<file path="src/rtl/mmio_out_port_if.sv">
// Bus bundle for mmio_out_port: core-side store/read port plus the outbound valid/ready stream.
// The peripheral takes the slave modport; the core and consumer side take the master modport.
interface mmio_out_port_if;
   logic        write;
   logic [31:0] address;
   logic [31:0] write_data;
   logic [31:0] read_data;
   logic        sel;
   logic        out_valid;
   logic [31:0] out_data;
   logic        out_ready;

   modport master (
      output write, address, write_data, out_ready,
      input  read_data, sel, out_valid, out_data
   );

   modport slave (
      input  write, address, write_data, out_ready,
      output read_data, sel, out_valid, out_data
   );
endinterface

</file>
<file path="src/rtl/mmio_out_port.sv">
// Memory-mapped output port: stores to BASE feed a FIFO drained over valid/ready.
// Define MMIO_CYCLE_COUNTER_EN to implement the CYCLES register at BASE+8.
module mmio_out_port #(
   parameter int unsigned DEPTH = 4,
   parameter logic [31:0] BASE  = 32'hFFFF0000
) (
   input logic             clk,
   input logic             reset,
   mmio_out_port_if.slave  bus
);

   localparam int unsigned     PtrW     = $clog2(DEPTH);
   localparam logic [PtrW:0]   CountMax = (PtrW + 1)'(DEPTH);

   logic [31:0]     mem [DEPTH];
   logic [PtrW-1:0] head_q, tail_q;
   logic [PtrW:0]   count_q;
   logic            ovf_q;

   logic hit_data, hit_status;
   logic empty, full;
   logic push_req, push, pop, drop;
   logic [31:0] status;

   assign hit_data   = (bus.address == BASE);
   assign hit_status = (bus.address == BASE + 32'd4);

   assign empty = (count_q == '0);
   assign full  = (count_q == CountMax);

   assign push_req = bus.write & hit_data;
   assign pop      = ~empty & bus.out_ready;
   // A pop on the same edge frees the slot, so a full FIFO still accepts the push.
   assign push     = push_req & (~full | pop);
   assign drop     = push_req & full & ~pop;

   always_ff @(posedge clk) begin
      if (reset) begin
         head_q  <= '0;
         tail_q  <= '0;
         count_q <= '0;
         ovf_q   <= 1'b0;
      end else begin
         if (push) tail_q <= tail_q + PtrW'(1);
         if (pop)  head_q <= head_q + PtrW'(1);
         if (push && !pop) begin
            count_q <= count_q + (PtrW + 1)'(1);
         end else if (pop && !push) begin
            count_q <= count_q - (PtrW + 1)'(1);
         end
         if (bus.write && hit_status) begin
            ovf_q <= 1'b0;
         end else if (drop) begin
            ovf_q <= 1'b1;
         end
      end
   end

   // Storage is not reset; count and pointers alone define what is visible.
   always_ff @(posedge clk) begin
      if (!reset && push) mem[tail_q] <= bus.write_data;
   end

   assign bus.out_valid = ~empty;
   assign bus.out_data  = mem[head_q];

   always_comb begin
      status            = '0;
      status[PtrW:0]    = count_q;
      status[8]         = empty;
      status[9]         = full;
      status[10]        = ovf_q;
   end

`ifdef MMIO_CYCLE_COUNTER_EN
   logic        hit_cycles;
   logic [31:0] cycles_q;

   assign hit_cycles = (bus.address == BASE + 32'd8);

   always_ff @(posedge clk) begin
      if (reset) begin
         cycles_q <= '0;
      end else if (bus.write && hit_cycles) begin
         cycles_q <= bus.write_data;
      end else begin
         cycles_q <= cycles_q + 32'd1;
      end
   end

   assign bus.sel = hit_data | hit_status | hit_cycles;

   always_comb begin
      bus.read_data = '0;
      if (hit_status) bus.read_data = status;
      if (hit_cycles) bus.read_data = cycles_q;
   end
`else
   assign bus.sel = hit_data | hit_status;

   always_comb begin
      bus.read_data = '0;
      if (hit_status) bus.read_data = status;
   end
`endif

endmodule

</file>
<file path="src/flat_wrapper.sv">
// flat-port wrapper written by rule: the top's interface ports become plain ports
module mmio_out_port_flat 
#(
   parameter int unsigned DEPTH = 4,
   parameter logic [31:0] BASE  = 32'hFFFF0000
)
  (clk, reset, bus_write, bus_address, bus_write_data, bus_out_ready, bus_read_data, bus_sel, bus_out_valid, bus_out_data);
  mmio_out_port_if bus_i ();
  input logic clk;
  input logic reset;
  input wire logic [$bits(bus_i.write)-1:0] bus_write;
  input wire logic [$bits(bus_i.address)-1:0] bus_address;
  input wire logic [$bits(bus_i.write_data)-1:0] bus_write_data;
  input wire logic [$bits(bus_i.out_ready)-1:0] bus_out_ready;
  output wire logic [$bits(bus_i.read_data)-1:0] bus_read_data;
  output wire logic [$bits(bus_i.sel)-1:0] bus_sel;
  output wire logic [$bits(bus_i.out_valid)-1:0] bus_out_valid;
  output wire logic [$bits(bus_i.out_data)-1:0] bus_out_data;
  assign bus_i.write = bus_write;
  assign bus_i.address = bus_address;
  assign bus_i.write_data = bus_write_data;
  assign bus_i.out_ready = bus_out_ready;
  assign bus_read_data = bus_i.read_data;
  assign bus_sel = bus_i.sel;
  assign bus_out_valid = bus_i.out_valid;
  assign bus_out_data = bus_i.out_data;
  mmio_out_port #(.DEPTH(DEPTH), .BASE(BASE)) u_core (.clk(clk), .reset(reset), .bus(bus_i));
endmodule
</file>
<file path="config.mk">
export PLATFORM = sky130hd
export DESIGN_NAME = mmio_out_port_flat
export DESIGN_NICKNAME = d
export VERILOG_FILES = /design/src/rtl/mmio_out_port_if.sv /design/src/rtl/mmio_out_port.sv /design/src/flat_wrapper.sv
export SDC_FILE = /design/constraint.sdc
export NUM_CORES = 1
export LEC_CHECK = 0
export CELL_PAD_IN_SITES_DETAIL_PLACEMENT = 1
export CELL_PAD_IN_SITES_GLOBAL_PLACEMENT = 1
export CORE_UTILIZATION = 35
export CTS_CLUSTER_SIZE = 16
export DETAILED_ROUTE_END_ITERATION = 8
export HOLD_SLACK_MARGIN = 0.05
export PLACE_DENSITY = 0.72
export SYNTH_ARGS = -nofsm -noshare
export SYNTH_HDL_FRONTEND = slang
export SYNTH_SLANG_ARGS = --single-unit
export TNS_END_PERCENT = 5
</file>
<file path="constraint.sdc">
create_clock -name clk -period 4.9 [get_ports clk]
set_input_delay 0.98 -clock clk [delete_from_list [all_inputs] [get_ports clk]]
set_output_delay 0.98 -clock clk [all_outputs]
set_load 0.02 [all_outputs]
</file>
==> impl_metrics.json, run 1 <==
{
  "fin_worst_skew_ns": 0.004296,
  "dr_total_vias": 2851,
  "outcome": "finished clean",
  "die_w_um": 127.1,
  "slew_headroom": 0.3706,
  "die_area_sq_um": 16140,
  "worstPathCellList": "clkdlybuf4s50_1 -> nor4_1 -> and4_1 -> nand3_1 -> nor4b_1 -> clkdlybuf4s50_1",
  "reg2reg_depth": 10,
  "cp_max_fo": 4,
  "cp.required_ns": 3.92,
  "root_buffer": "clkbuf_16",
  "ctsResizeCount": 0,
  "fin_total_pwr_w": 0.002501,
  "p_per_area_nw_per_um2": 343.6,
  "die_h_um": 127.1,
  "layout_worst_path_cycle_share": 0.8475,
  "cts_buffers": 17,
  "p_int_w": 0.002017,
  "critPathSlowestCell": "clkdlybuf4s50_1",
  "track_usage": 0.1479,
  "post_cts_buffers": 0,
  "ys_seq_area_frac": 0.7387,
  "finalWirelength_um": 11190,
  "whs_path_depth": 2,
  "via_per_inst": 4.643,
  "ir_worst_vdd_mv": 0.2472,
  "max-cap-violations": 0,
  "crit_path_end_kind": "output pin",
  "tns_ns": 0,
  "n_antenna_cell": 0,
  "portBuffers": 107,
  "max_freq_mhz": 240.8,
  "hold_buffers": 0,
  "core_sq_um": 15260,
  "hold_start": "u_core.head_q[0]",
  "area_growth_pct": 32.98,
  "avgRoutedWirePerCell_um": 18.22,
  "cpPeakStageDelay_ns": 0.68,
  "p_seq_frac": 0.514,
  "clk_latency_ns": 0.41,
  "synth.avg_cell_area_sq_um": 20.66,
  "nets": 465,
  "leakage_nw": 2.390,
  "tritoncts": "yes",
  "grt_start_max_net_pins": 33,
  "start_util": 0.3588,
  "path_common_cell": "clkdlybuf4s50_1",
  "synth_cell_types": 36,
  "firstDrtPassIters": 4,
  "drive_gt1_frac": 0.1935,
  "hpwl_um": 7310,
  "first_global_vias": 3128,
  "hold_viol": 0,
  "hp-class": "reg2reg",
  "clk_path_buf_depth": 2,
  "critPathKind": "in2out",
  "ant_nets": 0,
  "drv_slew": 0,
  "timing.rr.end": "u_core.count_q[2]",
  "io_pins": 134,
  "rsz0062_at_grt": "no",
  "ys_warn_count": 0,
  "grt_pass1_wl_um": 17180,
  "clk_pin_slew_worst_paths_ns": 0.05,
  "cts_max_level": 4,
  "antenna_found_initial": 0,
  "syn_inst": 265,
  "startpoint_type": "input pin",
  "power_frac_comb": 0.036,
  "gr-total-overflow": 0,
  "ys_ff_latch": 138,
  "drt_iter0_drc": 123,
  "switching_share": 0.1935,
  "r2r_slack_ns": 2.29,
  "gp_congestion": 0.7009,
  "cp.arrival_ns": 3.17,
  "cts.sinks": 138,
  "syn_area_sq_um": 5474,
  "rows": 45,
  "setup_viol": 0,
  "drc": 0,
  "power_frac_clock": 0.450,
  "crit-reg2reg-launch": "u_core.count_q[0]",
  "fin_crit_ns": 4.153,
  "worst_slew_pin_slew_ns": 0.9441,
  "p_switching_w": 0.0004839
}
## power groups by stage
stage | Sequential, W | Combinational, W | Clock [W]
finish | 0.00129 | 0.0000907 | 0.00112
global route | 0.00129 | 0.0000967 | 0.00119
CTS | 0.00129 | 0.0000911 | 0.00116
detailed placement | 0.00131 | 0.0000906 | 0
global placement | 0.00131 | 0.0000870 | 0
floorplan | 0.00131 | 0.0000376 | 0
## final cells by class
| type | instances | area [sq um] |
|---|---|---|
| tap | 211 | 264.0 |
| timing repair buffer | 117 | 1146 |
| inverter | 4 | 15.01 |
| multi-input combinational | 113 | 1291 |
| fill | 1461 | 7979 |
| sequential | 138 | 4046 |
| clock buffer | 20 | 436.7 |
| clock inverter | 11 | 80.08 |
## sequential cells by signal (all words and copies together) (netlist names), named ones only
signal and count:
u_core.ovf_q 1, u_core.tail_q 2, u_core.head_q 2, u_core.mem 128, u_core.count_q 3
## cell usage in the layout (no fill, tap or decap), drive strengths merged, types with 2 or more instances in the layout
| cell | synthesis | final |
|---|---|---|
| and3 | 4 | 4 |
| buf | 32 | 10 |
| clkbuf | 3 | 20 |
| clkdlybuf4s50 | 0 | 107 |
| clkinv | 0 | 8 |
| conb | 1 | 26 |
| dfxtp | 10 | 10 |
| edfxtp | 128 | 128 |
| ha | 5 | 5 |
| inv | 4 | 5 |
| mux2i | 2 | 2 |
| mux4 | 32 | 32 |
| nand2b | 2 | 2 |
| nand3 | 4 | 4 |
| nand4 | 2 | 2 |
| nor2 | 8 | 8 |
| nor3b | 5 | 5 |
| nor4 | 4 | 4 |
| nor4b | 2 | 2 |
| or3 | 2 | 2 |
| xor2 | 4 | 4 |
## layer usage
| layer | share of wire | routed length, um | vias up | track usage |
|---|---|---|---|---|
| met2 | 0.51 | 5689 | 106 | 0.2553 |
| met3 | 0.052 | 579 | 22 | 0.04355 |
| met4 | 0.022 | 242 | 0 | 0.07423 |
| met5 | 0 | 0 | - | 0 |
| met1 | 0.42 | 4677 | 1447 | 0.1677 |
| li1 | - | - | 1276 | - |
## cells by family after synthesis
kind of cell / share of synthesized area
AO/OA/AOI/OAI: 0.005027
XOR/XNOR: 0.006399
adder cells (fa/ha/maj): 0.01509
buffers and inverters: 0.04617
flip-flops: 0.7387
multiplexers: 0.1381
other: 0.0006851
AND/OR/NAND/NOR: 0.04983
## stage by stage
step / setup slack [ns] / hold WS (ns) / utilization / area (sq um) / std cells
after CTS: 0.6855 / 0.5570 / 0.4771 / 7279 / 614
final: 0.7475 / 0.5459 / 0.4771 / 7279 / 614
after floorplan: 0.3546 / 0.4784 / - / 5568 / 290
after detailed placement: 0.7087 / 0.5367 / 0.4432 / 6763 / 583
after global placement: 0.8317 / 0.5005 / 0.4432 / 6763 / 583
after global routing: 0.5325 / 0.5663 / 0.4771 / 7279 / 614
## worst max path at each step
stage,start,endpoint,slack [ns],depth (start not counted)
2_1_floorplan,bus_address[24],u_core.mem[1][0],0.35,4
3_3_place_gp,bus_address[19],bus_read_data[9],0.83,6
3_5_place_dp,bus_address[7],bus_read_data[9],0.71,6
4_1_cts,bus_address[7],bus_read_data[9],0.69,6
5_1_grt,bus_address[7],bus_read_data[9],0.53,6
6_report,bus_address[7],bus_read_data[9],0.75,6
## synth_stat cells
| master | instances | share of area |
|---|---|---|
| nand4b_4 | 1 | 0.0043 |
| or3_1 | 2 | 0.0023 |
| nand2b_1 | 2 | 0.0023 |
| ha_1 | 5 | 0.011 |
| o21ai_0 | 1 | 0.00091 |
| nand4_1 | 2 | 0.0023 |
| conb_1 | 1 | 0.00069 |
| buf_2 | 4 | 0.0037 |
| nor4_4 | 1 | 0.0039 |
| mux2_4 | 1 | 0.0027 |
| and2_2 | 1 | 0.0014 |
| xor2_1 | 4 | 0.0064 |
| and3_1 | 4 | 0.0046 |
| nor4b_1 | 1 | 0.0016 |
| clkbuf_1 | 3 | 0.0021 |
| nor4_1 | 3 | 0.0034 |
| a311oi_1 | 1 | 0.0016 |
| buf_1 | 1 | 0.00069 |
| nand3_2 | 1 | 0.0018 |
| mux2i_1 | 2 | 0.0037 |
| inv_1 | 3 | 0.0021 |
| fa_1 | 1 | 0.0037 |
| nand2_1 | 1 | 0.00069 |
| nor3b_1 | 5 | 0.0069 |
| dfxtp_1 | 10 | 0.037 |
| nor4b_2 | 1 | 0.0027 |
| mux4_2 | 32 | 0.13 |
| a21oi_1 | 1 | 0.00091 |
| and4_1 | 1 | 0.0016 |
| nor4bb_1 | 1 | 0.0018 |
| nor2_1 | 8 | 0.0055 |
| buf_4 | 27 | 0.037 |
| inv_2 | 1 | 0.00069 |
| nand3_1 | 3 | 0.0027 |
| edfxtp_1 | 128 | 0.70 |
| a41oi_1 | 1 | 0.0016 |
## critical path, delay by kind of cell
family                 cells  cell delay (ns)
buffers and inverters      2             1.09
and+or+nand+nor            4             1.10
Note: power is estimated with default switching activity, not from simulation.
==> run 2: changes to the inputs <==
Clock period 4.9 ns to 4.2 ns, I/O delays scaled along.
==> impl_metrics.json, run 2 (synthesis gave the netlist of run 1 again) <==
{
  "outcome": "finished clean",
  "nets": 464,
  "hpwl_um": 7006,
  "worst_slew_pin_slew_ns": 0.9061,
  "regMostFlops": "u_core.mem",
  "drive_gt1_frac": 0.2040,
  "grt_start_max_net_pins": 33,
  "grt_pass1_wl_um": 16550,
  "ctsResizeCount": 0,
  "critPathSlowestCell": "clkdlybuf4s50_1",
  "cts_max_level": 4,
  "final_cell_mix": "edfxtp_1, clkdlybuf4s50_1, mux4_2",
  "firstDrtPassIters": 4,
  "slew_headroom": 0.3959,
  "drc": 0,
  "rsz0062_at_grt": "no",
  "seq_area_sq_um": 4046,
  "hold_start": "u_core.tail_q[1]",
  "crit_path_end_kind": "output pin",
  "whs_path_depth": 2,
  "cts.sinks": 138,
  "via_per_inst": 4.568,
  "crit-reg2reg-launch": "u_core.count_q[0]",
  "reg_top3": "u_core.mem (128), u_core.count_q (3)",
  "ir_worst_vdd_mv": 0.2705,
  "ant_nets": 0,
  "reg2reg_depth": 10,
  "cts_buffers": 17,
  "r2r_slack_ns": 1.60,
  "timing.rr.end": "u_core.count_q[2]",
  "layout_worst_path_cycle_share": 0.9078,
  "avgRoutedWirePerCell_um": 17.54,
  "cp.required_ns": 3.36,
  "start_util": 0.3588,
  "hold_viol": 0,
  "die_h_um": 127.1,
  "die_area_sq_um": 16140,
  "root_buffer": "clkbuf_16",
  "core_sq_um": 15260,
  "portBuffers": 107,
  "p_per_area_nw_per_um2": 424.6,
  "fin_total_pwr_w": 0.003130,
  "max-cap-violations": 0,
  "drv_slew": 0,
  "n_antenna_cell": 0,
  "worstPathCellList": "clkdlybuf4s50_1 -> nor4bb_1 -> and4_1 -> nand3_1 -> nor4b_1 -> clkdlybuf4s50_1",
  "track_usage": 0.1422,
  "post-route-util": 0.4831,
  "finalWirelength_um": 10750,
  "cpPeakStageDelay_ns": 0.67,
  "max_freq_mhz": 262.3,
  "leakage_nw": 2.427,
  "die_w_um": 127.1,
  "multiInputGateArea_sq_um": 1291,
  "fin_worst_skew_ns": 0.007215,
  "io_pins": 134,
  "cp.arrival_ns": 2.97,
  "dr_total_vias": 2800,
  "clk_pin_slew_worst_paths_ns": 0.05,
  "gp_congestion": 0.7008,
  "cp_max_fo": 4,
  "worstHoldEndpoint": "u_core.tail_q[1]",
  "hp-class": "reg2reg",
  "clk_latency_ns": 0.42,
  "post_cts_buffers": 0,
  "antenna_found_initial": 0,
  "final_common_cell": "edfxtp_1",
  "path_common_cell": "clkdlybuf4s50_1",
  "nFillCells": 1418,
  "fin_crit_ns": 3.813,
  "gr-total-overflow": 0,
  "hold_buffers": 0,
  "first_global_vias": 3092,
  "tritoncts": "yes",
  "critPathKind": "in2out",
  "rows": 45,
  "drt_iter0_drc": 160,
  "startpoint_type": "input pin",
  "area_growth_pct": 34.67,
  "largest_reg_flops": 128,
  "clk_path_buf_depth": 2,
  "setup_viol": 0,
  "tns_ns": 0
}
## run 2: how the worst max path moves through the flow
stage                          startpoint                to  slack, ns  cells after the start
final                     bus_address[16]  bus_read_data[9]       0.39                      6
after floorplan           bus_address[24]  u_core.mem[1][0]      -0.21                      4
after global placement    bus_address[19]  bus_read_data[9]       0.40                      6
after detailed placement  bus_address[16]  bus_read_data[9]       0.39                      6
after global routing      bus_address[16]  bus_read_data[9]       0.21                      6
after CTS                 bus_address[16]  bus_read_data[9]       0.37                      6
## run 2: worst max-delay path, delay by kind of cell
family / cells / cell delay (ns)
simple gates: 4 / 0.99
buf+inv: 2 / 1.13
## run 2: layout make-up
| class | instances | area share |
|---|---|---|
| clock buffer | 17 | 0.05771 |
| clock inverter | 14 | 0.02427 |
| inverter | 4 | 0.002037 |
| multi-input combinational | 113 | 0.1752 |
| sequential | 138 | 0.5489 |
| tap | 211 | 0.03581 |
| timing repair buffer | 116 | 0.1561 |
## run 2: power by group
group	total [W]	switching [W]	internal [W]
logic	0.000106	0.0000482	0.0000574
clock network	0.00152	0.000543	0.000981
registers	0.00150	0.00000000744	0.00150
## run 2: stage by stage
stage               instance area (sq um)  setup slack [ns]  hold slack [ns]  instances
global placement                     6768            0.4005           0.5029        582
CTS                                  7372            0.3655           0.5314        613
floorplan                            5568           -0.2054           0.4784        290
global route                         7372            0.2065           0.5584        613
finish                               7372            0.3873           0.5300        613
detailed placement                   6768            0.3920           0.5211        582
## run 2: layer usage
metal / GRT usage / vias to the layer above / part of all wire
met3: 0.05402 / 10 / 0.057
met2: 0.2469 / 97 / 0.51
met1: 0.1619 / 1425 / 0.42
met5: 0 / - / 0
li1: - / 1268 / -
met4: 0.04622 / 0 / 0.0090
==> run 3: changes to the inputs <==
Settings changed: ABC_AREA set to 1, GPL_TIMING_DRIVEN set to 0, PLACE_DENSITY 0.72 to 0.75, SLEW_MARGIN set to 10.
==> impl_metrics.json, run 3 <==
{
  "crit_family": "buffers and inverters",
  "hpwl_um": 9594,
  "post_cts_buffers": 0,
  "synth.avg_cell_area_sq_um": 12.40,
  "drive_gt1_frac": 0.1152,
  "synth_adder_area_share": 0.01457,
  "synth_compound_area_frac": 0.1025,
  "synth_ff_type": "edfxtp_1",
  "cts_buffers": 17,
  "synthArstFlopShare": 0,
  "ir_worst_vdd_mv": 0.3143,
  "max_freq_mhz": 271.7,
  "clk_pin_slew_worst_paths_ns": 0.05,
  "clk_latency_ns": 0.42,
  "layout_worst_path_cycle_share": 0.8764,
  "critPathSlowestCell": "clkdlybuf4s50_1",
  "final_common_cell": "edfxtp_1",
  "drc": 0,
  "nFillCells": 1688,
  "hp-class": "reg2reg",
  "die_w_um": 129.2,
  "setup_viol": 0,
  "synth_cell_types": 26,
  "reg_top3": "u_core.mem (128), u_core.count_q (3)",
  "root_buffer": "clkbuf_16",
  "portBuffers": 107,
  "n_antenna_cell": 0,
  "synth.mux.area_fraction": 0,
  "ys_seq_area_frac": 0.7136,
  "start_util": 0.3580,
  "worst_slew_pin_slew_ns": 0.5581,
  "max-cap-violations": 0,
  "drv_slew": 0,
  "cp.required_ns": 3.36,
  "critPathKind": "in2out",
  "first_global_vias": 4184,
  "largest_reg_flops": 128,
  "crit_path_end_kind": "output pin",
  "clk_path_buf_depth": 2,
  "ant_nets": 0,
  "drt_iter0_drc": 284,
  "multiInputGateArea_sq_um": 1351,
  "synth-simple-area-share": 0.1007,
  "worstPathCellList": "clkdlybuf4s50_1 -> inv_1 -> nand2_1 -> nor2_1 -> nand2_1 -> nor3_1 -> nand2_1 -> nor2_1 -> clkdlybuf4s50_1",
  "ctsResizeCount": 0,
  "seq_area_sq_um": 4044,
  "startpoint_type": "input pin",
  "area_growth_pct": 36.32,
  "syn_inst": 457,
  "slew_headroom": 0.6279,
  "outcome": "finished clean",
  "track_usage": 0.1778,
  "io_pins": 134,
  "firstDrtPassIters": 6,
  "netlist.area_leader.share": 0.6783,
  "ys_ff_latch": 138,
  "cts.sinks": 138,
  "synth-xor-area-share": 0,
  "path_common_cell": "nand2_1",
  "p_per_area_nw_per_um2": 491.3,
  "post-route-util": 0.4881,
  "ys_warn_count": 0,
  "cts_max_level": 4,
  "gp_congestion": 0.7460,
  "synth_edf_count": 128,
  "rsz0062_at_grt": "no",
  "yosysMostFrequentCell": "edfxtp_1",
  "tns_ns": 0,
  "core_sq_um": 15830,
  "synth_common_cells": "edfxtp_1, nor2_1, o21ai_0",
  "final_cell_mix": "edfxtp_1, clkdlybuf4s50_1, nor2_1",
  "fin_worst_skew_ns": 0.007521,
  "grt_pass1_wl_um": 21490,
  "gr-total-overflow": 0,
  "tritoncts": "yes",
  "cp_max_fo": 7,
  "finalInstanceArea_sq_um": 7725,
  "hold_buffers": 0,
  "nets": 686,
  "syn_area_sq_um": 5667,
  "dr_total_vias": 3956,
  "finalWirelength_um": 14290,
  "rows": 46,
  "place_area_sq_um": 7202,
  "antenna_found_initial": 0,
  "regMostFlops": "u_core.mem",
  "synth_top_family_by_area": "compound AO/OA/AOI/OAI gates",
  "via_per_inst": 4.704,
  "cp.arrival_ns": 2.84,
  "fin_crit_ns": 3.681,
  "crit_buf_inv": 3,
  "die_area_sq_um": 16700,
  "leakage_nw": 2.767,
  "grt_start_max_net_pins": 23,
  "yosysTopAreaCell": "edfxtp_1",
  "hold_viol": 0,
  "die_h_um": 129.2,
  "synth_area_leaders": "edfxtp_1, o21ai_0, nor2_1",
  "avgRoutedWirePerCell_um": 17.00,
  "cpPeakStageDelay_ns": 0.65
}
run 3: per-stage QoR:
| step | hold WS, ns | instances | setup slack, ns | power [W] |
|---|---|---|---|---|
| floorplan | 0.4314 | 482 | 1.440 | 0.002056 |
| global placement | 0.4428 | 805 | 0.2082 | 0.002464 |
| detailed placement | 0.4541 | 809 | 0.4517 | 0.002490 |
| CTS | 0.4629 | 841 | 0.4530 | 0.003830 |
| global route | 0.4895 | 841 | 0.2420 | 0.003944 |
| finish | 0.4570 | 841 | 0.5192 | 0.003796 |
run 3: area by class of cell:
cell class                      instances  share of cell area
Tap cell                              216             0.03499
Clock inverter                          4            0.005993
Sequential cell                       138              0.5235
Clock buffer                           28             0.06171
Timing Repair Buffer                  111              0.1490
Inverter                               29             0.01442
Buffer                                 45             0.03547
Multi-Input combinational cell        270              0.1749
run 3: cells by family after synthesis:
| logic type | count (synthesis) |
|---|---|
| and+or+nand+nor | 130 |
| AOI/OAI and AO/OA | 108 |
| other | 1 |
| adders and majority gates | 6 |
| buffers and inverters | 74 |
| DFF | 138 |
run 3: worst min-delay path, stage by stage (launching register included):
cell and delay, ns:
dfxtp_1 0.30, inv_1 0.06, a21oi_1 0.06
run 3: per-layer routing:
metal | track usage | wire [um]
met1 | 0.1848 | 5568
met2 | 0.3352 | 7733
met3 | 0.04996 | 756
met4 | 0.07128 | 236
met5 | 0 | 0
run 3: worst paths after layout:
check | start | endpoint | slack, ns | depth (start not counted)
worst max-delay path | bus_address[8] | bus_read_data[1] | 0.52 | 9
worst min-delay path | u_core.ovf_q | u_core.ovf_q | 0.46 | 2
worst max register to register | u_core.count_q[0] | u_core.count_q[2] | 1.94 | 13
worst min register to register | u_core.ovf_q | u_core.ovf_q | 0.46 | 2
run 3: report_power, final:
part           switching (W)  internal [W]  total, W
Clock               0.000513      0.000826   0.00134
Combinational       0.000551      0.000373  0.000924
Sequential         0.0000135       0.00152   0.00153
